`config.mk`:
```
export PLATFORM = sky130hd
export DESIGN_NAME = spine_lane_bridge
export DESIGN_NICKNAME = d
export VERILOG_FILES = /design/src/rtl/noc_spine_pkg.sv /design/src/rtl/spine_egress_fifo.sv /design/src/rtl/spine_lane_bridge.sv
export SDC_FILE = /design/constraint.sdc
export NUM_CORES = 1
export LEC_CHECK = 0
export CORE_ASPECT_RATIO = 1.4
export CORE_UTILIZATION = 50
export DETAILED_ROUTE_END_ITERATION = 6
export HOLD_SLACK_MARGIN = 0.02
export PLACE_DENSITY = 0.76
export SYNTH_ARGS = -nofsm -noshare
export SYNTH_HDL_FRONTEND = slang
export SYNTH_SLANG_ARGS = --single-unit
```
`constraint.sdc`:
```
create_clock -name ACLK -period 2.6 [get_ports ACLK]
set_input_delay 0.52 -clock ACLK [delete_from_list [all_inputs] [get_ports ACLK]]
set_output_delay 0.52 -clock ACLK [all_outputs]
set_load 0.01 [all_outputs]
```
`src/rtl/noc_spine_pkg.sv`:
```
// Shared spine-lane definitions: flit geometry and the link state encoding
// used by every spine_lane_bridge instance.
package noc_spine_pkg;

    localparam int DWIDTH   = 16;
    localparam int ADDR_W   = 6;
    localparam int DEST_LSB = 10;

    typedef enum logic [1:0] {
        DISABLED = 2'd0,
        UP       = 2'd1,
        DRAIN    = 2'd2
    } link_state_e;

endpackage

```
`src/rtl/spine_egress_fifo.sv`:
```
// Synchronous egress FIFO for one spine lane; the caller guarantees push only
// when not full (or popping) and pop only when not empty.
module spine_egress_fifo #(
    parameter int DWIDTH = 16,
    parameter int DEPTH  = 8
) (
    input  logic                     clk,
    input  logic                     rst_n,
    input  logic                     push,
    input  logic                     pop,
    input  logic [DWIDTH-1:0]        wdata,
    output logic [DWIDTH-1:0]        rdata,
    output logic                     full,
    output logic                     empty,
    output logic [$clog2(DEPTH):0]   level
);

    localparam int PTR_W = $clog2(DEPTH);
    localparam int LVL_W = PTR_W + 1;

    logic [DWIDTH-1:0] mem_r [DEPTH];
    logic [PTR_W-1:0]  wr_ptr_r;
    logic [PTR_W-1:0]  rd_ptr_r;
    logic [LVL_W-1:0]  level_r;

    // Storage is cleared on reset so the head word reads as zero with nothing queued
    always_ff @(posedge clk or negedge rst_n) begin
        if (!rst_n) begin
            for (int i = 0; i < DEPTH; i++) begin
                mem_r[i] <= '0;
            end
            wr_ptr_r <= '0;
            rd_ptr_r <= '0;
            level_r  <= '0;
        end else begin
            if (push) begin
                mem_r[wr_ptr_r] <= wdata;
                wr_ptr_r        <= wr_ptr_r + 1'b1;
            end
            if (pop) begin
                rd_ptr_r <= rd_ptr_r + 1'b1;
            end
            case ({push, pop})
                2'b10:   level_r <= level_r + 1'b1;
                2'b01:   level_r <= level_r - 1'b1;
                default: level_r <= level_r;
            endcase
        end
    end

    assign rdata = mem_r[rd_ptr_r];
    assign full  = (level_r == LVL_W'(DEPTH));
    assign empty = (level_r == '0);
    assign level = level_r;

endmodule

```
`src/rtl/spine_lane_bridge.sv`:
```
// Bridges a valid-only router spine port to a valid/ready spine-switch link.
// Define SPINE_BRIDGE_DROP_CNT_EN to build the saturating egress drop counter.
module spine_lane_bridge #(
    parameter int DWIDTH     = noc_spine_pkg::DWIDTH,
    parameter int ADDR_W     = noc_spine_pkg::ADDR_W,
    parameter int FIFO_DEPTH = 8,
    parameter int RX_GAP     = 0,
    parameter int DROP_W     = 8
) (
    input  logic                          ACLK,
    input  logic                          ARESETn,
    input  logic                          link_en,
    input  logic [DWIDTH-1:0]             rtr_out_data,
    input  logic                          rtr_out_valid,
    output logic [DWIDTH-1:0]             sp_tx_data,
    output logic [ADDR_W-1:0]             sp_tx_dest,
    output logic                          sp_tx_valid,
    input  logic                          sp_tx_ready,
    input  logic [DWIDTH-1:0]             sp_rx_data,
    input  logic                          sp_rx_valid,
    output logic                          sp_rx_ready,
    output logic [DWIDTH-1:0]             rtr_in_data,
    output logic                          rtr_in_valid,
    output logic [ADDR_W-1:0]             rtr_in_dest_addr,
    output logic                          link_up,
    output logic [$clog2(FIFO_DEPTH):0]   egr_level,
    output logic [DROP_W-1:0]             drop_cnt
);

    import noc_spine_pkg::*;

    localparam int LVL_W = $clog2(FIFO_DEPTH) + 1;
    localparam int GAP_W = (RX_GAP > 0) ? $clog2(RX_GAP + 1) : 1;

    link_state_e        state_r;
    logic               fifo_full_s;
    logic               fifo_empty_s;
    logic               tx_valid_s;
    logic               push_s;
    logic               pop_s;
    logic [DWIDTH-1:0]  head_s;
    logic [LVL_W-1:0]   level_s;
    logic [GAP_W-1:0]   gap_cnt_r;
    logic [DWIDTH-1:0]  rx_data_r;
    logic [ADDR_W-1:0]  rx_dest_r;
    logic               rx_valid_r;
    logic               rx_accept_s;

    // Egress handshake: a full FIFO still takes a flit when the head leaves that cycle
    always_comb begin
        tx_valid_s = 1'b0;
        pop_s      = 1'b0;
        push_s     = 1'b0;
        if (!fifo_empty_s && (state_r != DISABLED)) begin
            tx_valid_s = 1'b1;
            pop_s      = sp_tx_ready;
        end else begin
            tx_valid_s = 1'b0;
            pop_s      = 1'b0;
        end
        if (rtr_out_valid && (state_r == UP) && (!fifo_full_s || pop_s)) begin
            push_s = 1'b1;
        end else begin
            push_s = 1'b0;
        end
    end

    spine_egress_fifo #(
        .DWIDTH (DWIDTH),
        .DEPTH  (FIFO_DEPTH)
    ) u_egress_fifo (
        .clk   (ACLK),
        .rst_n (ARESETn),
        .push  (push_s),
        .pop   (pop_s),
        .wdata (rtr_out_data),
        .rdata (head_s),
        .full  (fifo_full_s),
        .empty (fifo_empty_s),
        .level (level_s)
    );

    // Link state machine; a returning link_en in DRAIN wins over finishing the drain
    always_ff @(posedge ACLK or negedge ARESETn) begin
        if (!ARESETn) begin
            state_r <= DISABLED;
        end else begin
            case (state_r)
                DISABLED: if (link_en)  state_r <= UP;
                UP:       if (!link_en) state_r <= DRAIN;
                DRAIN: begin
                    if (link_en) begin
                        state_r <= UP;
                    end else if (fifo_empty_s) begin
                        state_r <= DISABLED;
                    end
                end
                default:  state_r <= DISABLED;
            endcase
        end
    end

    assign sp_rx_ready = (state_r == UP) && (gap_cnt_r == '0);
    assign rx_accept_s = sp_rx_valid && sp_rx_ready;

    // Ingress re-timing: one-cycle pulse per accepted flit, then RX_GAP idle cycles
    always_ff @(posedge ACLK or negedge ARESETn) begin
        if (!ARESETn) begin
            rx_data_r  <= '0;
            rx_dest_r  <= '0;
            rx_valid_r <= 1'b0;
            gap_cnt_r  <= '0;
        end else if (rx_accept_s) begin
            rx_data_r  <= sp_rx_data;
            rx_dest_r  <= sp_rx_data[DWIDTH-1 -: ADDR_W];
            rx_valid_r <= 1'b1;
            gap_cnt_r  <= GAP_W'(RX_GAP);
        end else begin
            rx_valid_r <= 1'b0;
            if (gap_cnt_r != '0) begin
                gap_cnt_r <= gap_cnt_r - 1'b1;
            end
        end
    end

`ifdef SPINE_BRIDGE_DROP_CNT_EN
    logic               drop_s;
    logic [DROP_W-1:0]  drop_cnt_r;

    assign drop_s = rtr_out_valid && !push_s;

    // Saturating count of router flits that could not be queued
    always_ff @(posedge ACLK or negedge ARESETn) begin
        if (!ARESETn) begin
            drop_cnt_r <= '0;
        end else if (drop_s && (drop_cnt_r != '1)) begin
            drop_cnt_r <= drop_cnt_r + 1'b1;
        end
    end

    assign drop_cnt = drop_cnt_r;
`else
    assign drop_cnt = '0;
`endif

    assign sp_tx_data       = head_s;
    assign sp_tx_dest       = head_s[DWIDTH-1 -: ADDR_W];
    assign sp_tx_valid      = tx_valid_s;
    assign rtr_in_data      = rx_data_r;
    assign rtr_in_valid     = rx_valid_r;
    assign rtr_in_dest_addr = rx_dest_r;
    assign link_up          = (state_r == UP);
    assign egr_level        = level_s;

endmodule

```
* Yosys cells after proc, flatten, opt, wreduce, memory -nomap -nowiden
Index checks and enable logic that the tools add are counted.
** Cells by class
- Add/sub/neg operators :: 5
- Multipliers :: 0
- Div/mod/pow operators :: 0
- Magnitude comparators :: 3
- Equality and inequality tests :: 8
- Shift-type cells :: 0
- Multiplexer cells :: 18
- Bitwise logic cells :: 3
- Reductions and logical operators :: 14
** Operators with widths (count)
- bitwise mux 128 bit :: 1
- binary-select mux 16 bit (select 3 bit) :: 1
- demux 16 bit (select 3 bit) :: 1
- two-way mux 16 bit :: 3
- >= comparator 4 bit (second input constant) :: 2
- two-way mux 2 bit :: 4
- NOT 3 -> 4 bit :: 2
- case mux 4 bit (2 select lines) :: 1
- adder 3 x 1 -> 3 bit (second input constant) :: 2
- logical AND 1 bit :: 6
- two-way mux 1 bit :: 6
- case mux 2 bit (3 select lines) :: 1
- adder 4 x 1 -> 4 bit (second input constant) :: 1
- equality test 2 x 1 -> 1 bit (second input constant) :: 2
- equality test 2 bit (second input constant) :: 2
- equality test 4 bit (second input constant) :: 1
- logical NOT 4 bit :: 1
- < comparator 4 x 1 -> 1 bit (second input constant) :: 1
- != test 2 bit (second input constant) :: 2
- nonzero test 2 bit :: 2
- subtractor 4 x 1 -> 4 bit (second input constant) :: 1
- != test 3 bit (second input constant) :: 1
- AND reduction 3 bit :: 1
- logical NOT 1 bit :: 2
- other kinds (4) :: 4
** Word-level totals
- Bits in registers :: 164
- Latch bits :: 0
- Memory bits (writable) :: 0
- ROM bits :: 0
- Input port bits :: 38
- Output and inout bits :: 60
- Logic and storage cells :: 67
- Memories :: 0

* Longest topological paths before layout
Gate-level depths: netlist of run 1.
- Depth in word-level cells :: 9
- Gate-level depth with buffers :: 10
- Gate-level depth less buffers :: 10

* By module
A second synthesis of run 1 with hierarchy kept.
** Unflattened totals
- Cells, all modules :: 448
- Area, all modules :: 7415.9 µm²
** Modules (own cells, without submodules)
- spine_egress_fifo :: instances 1, cells each 378, area an instance 6468.7 µm², sequential area each 3453.3 µm²
- spine_lane_bridge :: instances 1, cells each 70, area an instance 947.2 µm², sequential area each 475.5 µm²

* Worst setup path after synthesis of run 1
No wires, ideal clock.
- Kind :: register -> register
- Start point :: register u_egress_fifo.level_r[2], in the netlist u_egress_fifo.level[2]
- End point :: register u_egress_fifo.level_r[2], in the netlist u_egress_fifo.level[2]
- Setup time :: 0.129 ns
- Arrival time :: 2.371 ns
- Required time :: 2.471 ns
- Slack :: 0.100 ns
- Stages on the path, launching flop included :: 11
- Buffers on the path :: 0
- Period minus slack after synthesis :: 2.500 ns
- Cell sequence :: dfrtp_1 or3_4 o22a_1 and2_1 ha_1 xor2_1 ha_1 a21oi_1 xor2_1 nor2_1 xor2_1
** Between the ends
- Word-level cells in the longest chain between the ends :: 9
- Elaborated cells between the ends (all ways) :: 15
- Those cells by class :: add/sub: 2; eq/ne: 3; mux: 3; reduce/logical: 7
** Ends and longest elaborated chain
- start, declared :: RTL line spine_egress_fifo.sv:24 : logic [LVL_W-1:0] level_r;
- start signal, assigned :: RTL line spine_egress_fifo.sv:44 : 2'b10: level_r <= level_r + 1'b1;
- start signal, assigned :: RTL line spine_egress_fifo.sv:45 : 2'b01: level_r <= level_r - 1'b1;
- start signal, assigned :: RTL line spine_egress_fifo.sv:46 : default: level_r <= level_r;
- logical NOT 4 bit * :: RTL line spine_egress_fifo.sv:53 : assign empty = (level_r == '0);
- logical NOT 1 bit * :: RTL line spine_lane_bridge.sv:54 : if (!fifo_empty_s && (state_r != DISABLED)) begin
- logical AND 1 bit * :: RTL line spine_lane_bridge.sv:54
- two-way mux 1 bit * :: RTL line spine_lane_bridge.sv:54
- via pop_s :: RTL line spine_lane_bridge.sv:40 : logic pop_s;
- logical OR 1 bit :: RTL line spine_lane_bridge.sv:61 : if (rtr_out_valid && (state_r == UP) && (!fifo_full_s || pop_s)) begin
- logical AND 1 bit :: RTL line spine_lane_bridge.sv:61
- two-way mux 1 bit :: RTL line spine_lane_bridge.sv:61
- equality test 2 x 1 -> 1 bit / equality test 2 bit (equally long branches) :: RTL line spine_egress_fifo.sv:43 : case ({push, pop})
- case mux 4 bit (2 select lines) / nonzero test 2 bit (equally long branches)
Mark *: on every way through the listed nets, which the timed path passes. The rest lies on a longest branch.
A chain may end at the register's enable or synchronous reset.

* Worst setup path after layout of run 1
- Start point :: register u_egress_fifo.rd_ptr_r[0]
- End point :: output port sp_tx_data[7]
** Between the ends
- Word-level cells in the longest chain between the ends :: 4
** Ends and longest elaborated chain
- start, declared :: RTL line spine_egress_fifo.sv:23 : logic [PTR_W-1:0] rd_ptr_r;
- start signal, assigned :: RTL line spine_egress_fifo.sv:41 : rd_ptr_r <= rd_ptr_r + 1'b1;
- NOT 3 -> 4 bit (not written as such) :: RTL line spine_egress_fifo.sv:51 : assign rdata = mem_r[rd_ptr_r];
- binary-select mux 16 bit (select 3 bit) :: RTL line spine_egress_fifo.sv:51
- two-way mux 16 bit (not written as such) (2 in a row) :: RTL line spine_egress_fifo.sv:51
- end, declared :: RTL line spine_lane_bridge.sv:15 : output logic [DWIDTH-1:0] sp_tx_data,
Every way passes these cells. The select of a mux whose other input is x is not followed.

==> run summary, run 1 <==
## Critical path
* cell class contributing the biggest share of worst-path delay: multiplexers
* required time worst endpoint: 2.08 ns
* Worst setup SP type: register
* FF-to-FF Start: u_egress_fifo.level[2]
* CP Data Arrival Time: 2.12 ns
* Critical path buffers and inverters: 3
* delay of the slowest critical-path stage: 0.49 ns
* cell with the largest stage delay on the worst path: mux4_2
* cell-by-cell listing of the critical path: buf_12, buf_6, mux4_2, mux2_2, dlygate4sd2_1
* critical path class: register to output pin
* worst setup path start: u_egress_fifo.rd_ptr_r[0]
* critical path endpoint category: output pin
* critical path fanouts, max: 8

## Power
* cell leakage power: 4.138 nW
* peak supply drop: 0.0006309 V
* areal power density over the cells: 1218 nW/µm²

## Synthesis
* Synth Flop Type: dfrtp_1
* share of synthesized flip-flops with an asynchronous set or reset: 1.000
* number of synthesized flops with an enable pin: 0
* number of distinct library cells after synthesis: 37
* sequential cell area fraction in the yosys report: 0.5374
* post-synthesis compound-gate area fraction: 0.007873
* register bit total from synthesis: 157
* dominant combinational cell family by area after synthesis: multiplexers
* xor-xnor portion of the synthesized cell area: 0.01078
* Post-Syn Area per Cell: 16.36 µm²
* multiplexer share of the synthesized area: 0.3597
* Area contributors post-synth: dfrtp_1 54%, mux2_2 22%, mux4_2 9.9%, mux2_4 4.1%, buf_4 2.6%
* simple-gate share of the synthesized area: 0.03081
* biggest area consumer among synthesized cells: dfrtp_1
* share of Yosys cell area claimed by the top area cell type: 0.5374
* warning count from the yosys run: 0
* synthesized area: 7311 µm²
* gate count after technology mapping: 447
* arithmetic-cell share of the synthesized area counting full adders, half adders and majority gates: 0.008557

## Route
* total number of vias: 4169
* Routed met3 length: 555 µm
* detailed-routing wirelength on met1: 6262 µm
* first-pass detailed-route iteration total: 4
* residual antenna-violating net count after detailed routing: 0
* detailed-route DRC error count: 0
* wire per inst: 19.69 µm
* met2 wire length: 7906 µm
* post-detailed-routing wire length: 14880 µm
* initial DRC count: 141
* uppermost layer routed: met4
* number of vias per cell: 5.515

## Floorplanning
* Vert. Die Dim: 145.1 µm
* CORE AREA: 14100 µm²
* die area: 15120 µm²
* Initial Utilization: 0.5184
* die span in x: 104.2 µm
* standard-cell rows: 51
* number of primary I/O pins: 98

## Clocking
* CTS clk-pin slew, worst paths: 0.06 ns
* htree depth: 4
* clock latency on the worst-skew pair: 0.42 ns
* number of buffers between clock root and the deepest sink: 2
* Num CTS Buffers: 17
* CTS tree: done
* count of clock tree sinks: 157
* root buffer selected by CTS: clkbuf_16

## Outcome
* failing checks: negative setup slack
* result of the run: finished, violations left

## Cells and area
* Total Nets Final: 603
* post-route cell area: 9184 µm²
* commonest cells after routing, fill and taps aside: 156 x dfrtp_1, 136 x mux2_2, 66 x clkdlybuf4s50_1
* final antenna diode count: 0
* most common cell after layout, fill and taps aside: dfrtp_1
* area grow syn2layout: 25.62%
* Sequential Area: 3930 µm²
* number of fill cells in the layout: 1024
* proportion of layout cells with a drive suffix above 1: 0.5149
* total area of multi-input combinational cells: 3107 µm²

## STA
* final hold viol count: 0
* PnR worst setup slack: -0.04299 ns
* final slew viol count: 0
* max_slew headroom: 0.5634
* worst clock skew: 0.008092 ns
* actual transition at the worst max-transition pin: 0.6533 ns
* post-route fraction of the period consumed by the critical path: 1.017
* min Tclk post-route: 2.643 ns
* Max Clock Freq: 378.4 MHz
* unrepaired setup endpoints after global routing: true
* Setup violations, final: 3

## Placed design
* Setup Slack @ Placement: 0.01827 ns
* number of input and output port buffers inserted: 89
* HPWL after detailed placement: 10340 µm
* routability congestion estimate: 0.7592
* cell area reported after detailed placement: 8506 µm²

## Global route
* first-pass GRT wire length: 24840 µm
* vias in the first global route: 4724
* Overall Global Routing Usage: 0.2145
* maximum number of pins on one net before global-route repair: 69
* antenna violations before repair: 0
* sum of overflow across all layers after global routing: 0

## Job
* Max Cap Viol: 0

## Min path
* worst hold path type: register to register
* hold path startpoint: state_r[1]

worst paths after layout:
check,endpoint,slack (ns),depth (start not counted)
max in group asynchronous,u_egress_fifo.mem_r[12],1.33,3
setup reg to reg,u_egress_fifo.level[3],0.18,9
hold reg to reg,state_r[0],0.49,1
setup / recovery,sp_tx_data[7],-0.04,5
hold / removal,state_r[0],0.49,1
min in group asynchronous,u_egress_fifo.mem_r[28],0.57,2
cells in the mapped netlist, drive strengths merged (2+ instances only):
library cell and instances:
and4b 2, a21oi 3, xnor2 4, nor4b 3, buf 38, nor4bb 2, xor2 5, ha 5
inv 4, mux4 32, mux2 162, clkbuf 7, nor2 2, nand2 6, dfrtp 157
through the flow:
stage	TNS, ns	instances	util	power [mW]	hold WS (ns)
finish	-0.07732	756	0.6512	11.18	0.4884
global route	-0.6846	756	0.6512	11.78	0.5156
CTS	-0.3049	756	0.6521	11.30	0.4938
detailed placement	0	721	0.6031	8.652	0.4465
global placement	0	721	0.6031	8.476	0.4413
floorplan	0	454	-	6.919	0.2244
layer usage:
layer | track usage | up-vias
li1 | - | 1839
met1 | 0.2642 | 2227
met2 | 0.3697 | 88
met3 | 0.05436 | 15
met4 | 0.06571 | 0
met5 | 0 | -
layout make-up:
class	count	share of cell area
well taps	185	0.02520
flip-flops and latches	157	0.4279
repair buffers	132	0.1399
multi-input cells	248	0.3383
clock inverters	11	0.01826
clock buffers	19	0.04823
inverters	4	0.002180
worst register-to-register path, stage by stage, from the launching register on:
cell and delay, ns:
dfrtp_1 0.38, or3_4 0.40, o22a_1 0.23, and2_1 0.19, buf_4 0.15, ha_1 0.23
nor4bb_1 0.31, mux2i_1 0.12, a21oi_1 0.19, xnor2_1 0.13
registers in the layout, summed over array words and instances (netlist names):
| name | count |
|---|---|
| state_r | 2 |
| u_egress_fifo.rd_ptr_r | 3 |
| u_egress_fifo.mem_r | 128 |
| u_egress_fifo.wr_ptr_r | 3 |
| u_egress_fifo.level | 4 |
| rtr_in_data | 16 |
| rtr_in_valid | 1 |
power by group:
group / internal (mW) / leakage (nW) / switching [mW] / total (mW)
logic: 2.88 / 1.85 / 1.65 / 4.53
clock network: 1.62 / 0.295 / 0.954 / 2.57
registers: 3.46 / 1.99 / 0.622 / 4.08
total: 7.96 / 4.14 / 3.22 / 11.2
cell families (layout without fill, tap and decap cells):
group,after synthesis,after routing
mux,195,195
simple gates,24,24
fa+ha+maj,5,5
flops,157,157
xor+xnor,9,9
other cells,1,8
buf+inv,49,166
compound gates,7,7
timing repair:
| item | in CTS | in global routing |
|---|---|---|
| endpoints found under the hold margin | 34 | 0 |
| hold buffers | 1 | 0 |
| endpoints found under the setup margin | 22 | 21 |
| gates resized for setup | 80 | 8 |
| buffers inserted | 4 | 0 |
(Power assumes the default switching activity.)
==> inputs of run 2 (changes only) <==
--- a/config.mk
+++ b/config.mk
@@ -8,8 +8,11 @@
 export CORE_ASPECT_RATIO = 1.4
 export CORE_UTILIZATION = 50
 export DETAILED_ROUTE_END_ITERATION = 6
+export GPL_TIMING_DRIVEN = 0
 export HOLD_SLACK_MARGIN = 0.02
 export PLACE_DENSITY = 0.76
+export SKIP_CTS_REPAIR_TIMING = 1
 export SYNTH_ARGS = -nofsm -noshare
 export SYNTH_HDL_FRONTEND = slang
 export SYNTH_SLANG_ARGS = --single-unit
+export TNS_END_PERCENT = 30
==> run summary, run 2 (synthesized netlist as in run 1, its figures left out) <==
## STA
* Fin Setup TNS: -1.871 ns
* PnR worst setup slack: -0.1433 ns
* unrepaired setup endpoints after global routing: true
* final hold viol count: 0
* worst clock skew: 0.007067 ns
* post-route fraction of the period consumed by the critical path: 1.055
* Max Clock Freq: 364.5 MHz
* final slew viol count: 0
* min Tclk post-route: 2.743 ns
* Setup violations, final: 20
* actual transition at the worst max-transition pin: 0.6860 ns
* worst hold margin: 0.04065 ns
* max_slew headroom: 0.5392

## Power
* peak supply drop: 0.0006162 V
* areal power density over the cells: 1250 nW/µm²
* cell leakage power: 4.337 nW
* total power after layout: 11.87 mW

## Clocking
* htree depth: 4
* number of buffers between clock root and the deepest sink: 2
* clock latency on the worst-skew pair: 0.43 ns
* CTS clk-pin slew, worst paths: 0.06 ns
* CTS tree: done
* count of clock tree sinks: 157
* Num CTS Buffers: 17
* root buffer selected by CTS: clkbuf_16

## Critical path
* cell-by-cell listing of the critical path: buf_6, buf_12, buf_6, mux4_2, mux2_4, buf_6
* critical path fanouts, max: 6
* critical path class: register to output pin
* Critical path buffers and inverters: 4
* delay of the slowest critical-path stage: 0.56 ns
* cell class contributing the biggest share of worst-path delay: multiplexers
* required time worst endpoint: 2.08 ns
* Worst setup SP type: register
* cell mode on critical path: buf_6
* cell with the largest stage delay on the worst path: dfrtp_4
* critical path endpoint category: output pin
* CP Data Arrival Time: 2.22 ns

## Floorplanning
* CORE AREA: 14100 µm²
* standard-cell rows: 51
* Vert. Die Dim: 145.1 µm
* die area: 15120 µm²
* die span in x: 104.2 µm
* number of primary I/O pins: 98
* Initial Utilization: 0.5184

## Cells and area
* final core area utilization: 0.6734
* commonest cells after routing, fill and taps aside: 152 x dfrtp_1, 132 x mux2_2, 66 x clkdlybuf4s50_1
* Total Nets Final: 628
* final instance count without filler cells: 783
* most common cell after layout, fill and taps aside: dfrtp_1
* proportion of layout cells with a drive suffix above 1: 0.5418
* area grow syn2layout: 29.90%
* final antenna diode count: 0
* flip-flop count of the largest register, all copies and words added: 128
* register containing the most flip-flops in the final layout: u_egress_fifo.mem_r
* number of fill cells in the layout: 989

## Placed design
* number of placed cells counting well taps: 729
* HPWL after detailed placement: 10040 µm
* number of input and output port buffers inserted: 89
* routability congestion estimate: 0.7182

## Route
* first-pass detailed-route iteration total: 4
* detailed-routing wirelength on met1: 6356 µm
* uppermost layer routed: met4
* detailed-route DRC error count: 0
* total number of vias: 4256
* number of vias per cell: 5.436
* post-detailed-routing wire length: 15710 µm
* met2 wire length: 8513 µm
* Routed met3 length: 670 µm
* residual antenna-violating net count after detailed routing: 0
* initial DRC count: 120
* wire per inst: 20.07 µm

## Global route
* antenna violations before repair: 0
* vias in the first global route: 4686
* maximum number of pins on one net before global-route repair: 109
* sum of overflow across all layers after global routing: 0
* Overall Global Routing Usage: 0.2169
* first-pass GRT wire length: 24840 µm

## Outcome
* result of the run: finished, violations left
* failing checks: negative setup slack

## Min path
* worst hold path type: input pin to asynchronous set/reset pin

## Job
* Max Cap Viol: 0

[run 2: cell types whose count changed in the layout (fill, tap and decap cells not counted), moves of 3 or more]
cell,delta
mux2_4,+4
dfrtp_2,+3
dlygate4sd2_1,-4
buf_6,+18
dfrtp_1,-4
dlymetal6s2s_1,+5
mux2_2,-4
[run 2: cell type report]
class | instances | area [µm²] | area share
Buffer | 42 | 375.4 | 0.03953
Clock buffer | 18 | 429.2 | 0.04519
Clock inverter | 14 | 170.2 | 0.01792
Inverter | 4 | 20.02 | 0.002108
Multi-Input combinational cell | 248 | 3132 | 0.3298
Sequential cell | 157 | 3938 | 0.4146
Tap cell | 185 | 231.5 | 0.02437
Timing Repair Buffer | 115 | 1201 | 0.1265
[run 2: per-stage QoR]
step,worst slack [ns],area (µm²)
after detailed placement,-0.5699,8488
after global placement,-4.962,8459
after global routing,-0.1875,9497
final,-0.1433,9497
after floorplan,0.09955,7337
after CTS,-1.044,9087
[run 2: final timing paths]
kind / start / slack, ns / to / depth (start not counted)
max: u_egress_fifo.rd_ptr_r[0] / -0.14 / sp_tx_data[7] / 6
min: ARESETn / 0.04 / u_egress_fifo.mem_r[44] / 1
max reg2reg: state_r[1] / 0.07 / u_egress_fifo.mem_r[118] / 6
min reg2reg: u_egress_fifo.mem_r[18] / 0.50 / u_egress_fifo.mem_r[18] / 1
max in group asynchronous: ARESETn / 1.68 / u_egress_fifo.mem_r[111] / 2
min in group ACLK: u_egress_fifo.mem_r[18] / 0.50 / u_egress_fifo.mem_r[18] / 1
[run 2: power breakdown]
part | internal [mW] | switching [mW] | total (mW)
logic | 3.40 | 1.85 | 5.25
clock network | 1.51 | 1.01 | 2.52
registers | 3.47 | 0.642 | 4.11
total | 8.38 | 3.49 | 11.9
[run 2: metal layers]
metal / track usage / up-vias
met1: 0.2582 / 2243
met2: 0.3777 / 106
li1: - / 1893
met5: 0 / -
met4: 0.07214 / 0
met3: 0.05930 / 14
[run 2: worst reg2reg max path, stage by stage, from the launching register on]
cell and delay, ns:
dfrtp_1 0.40, and2b_1 0.32, o311a_4 0.29, inv_6 0.09, nor4_4 0.53, clkbuf_4 0.43
mux2_2 0.37
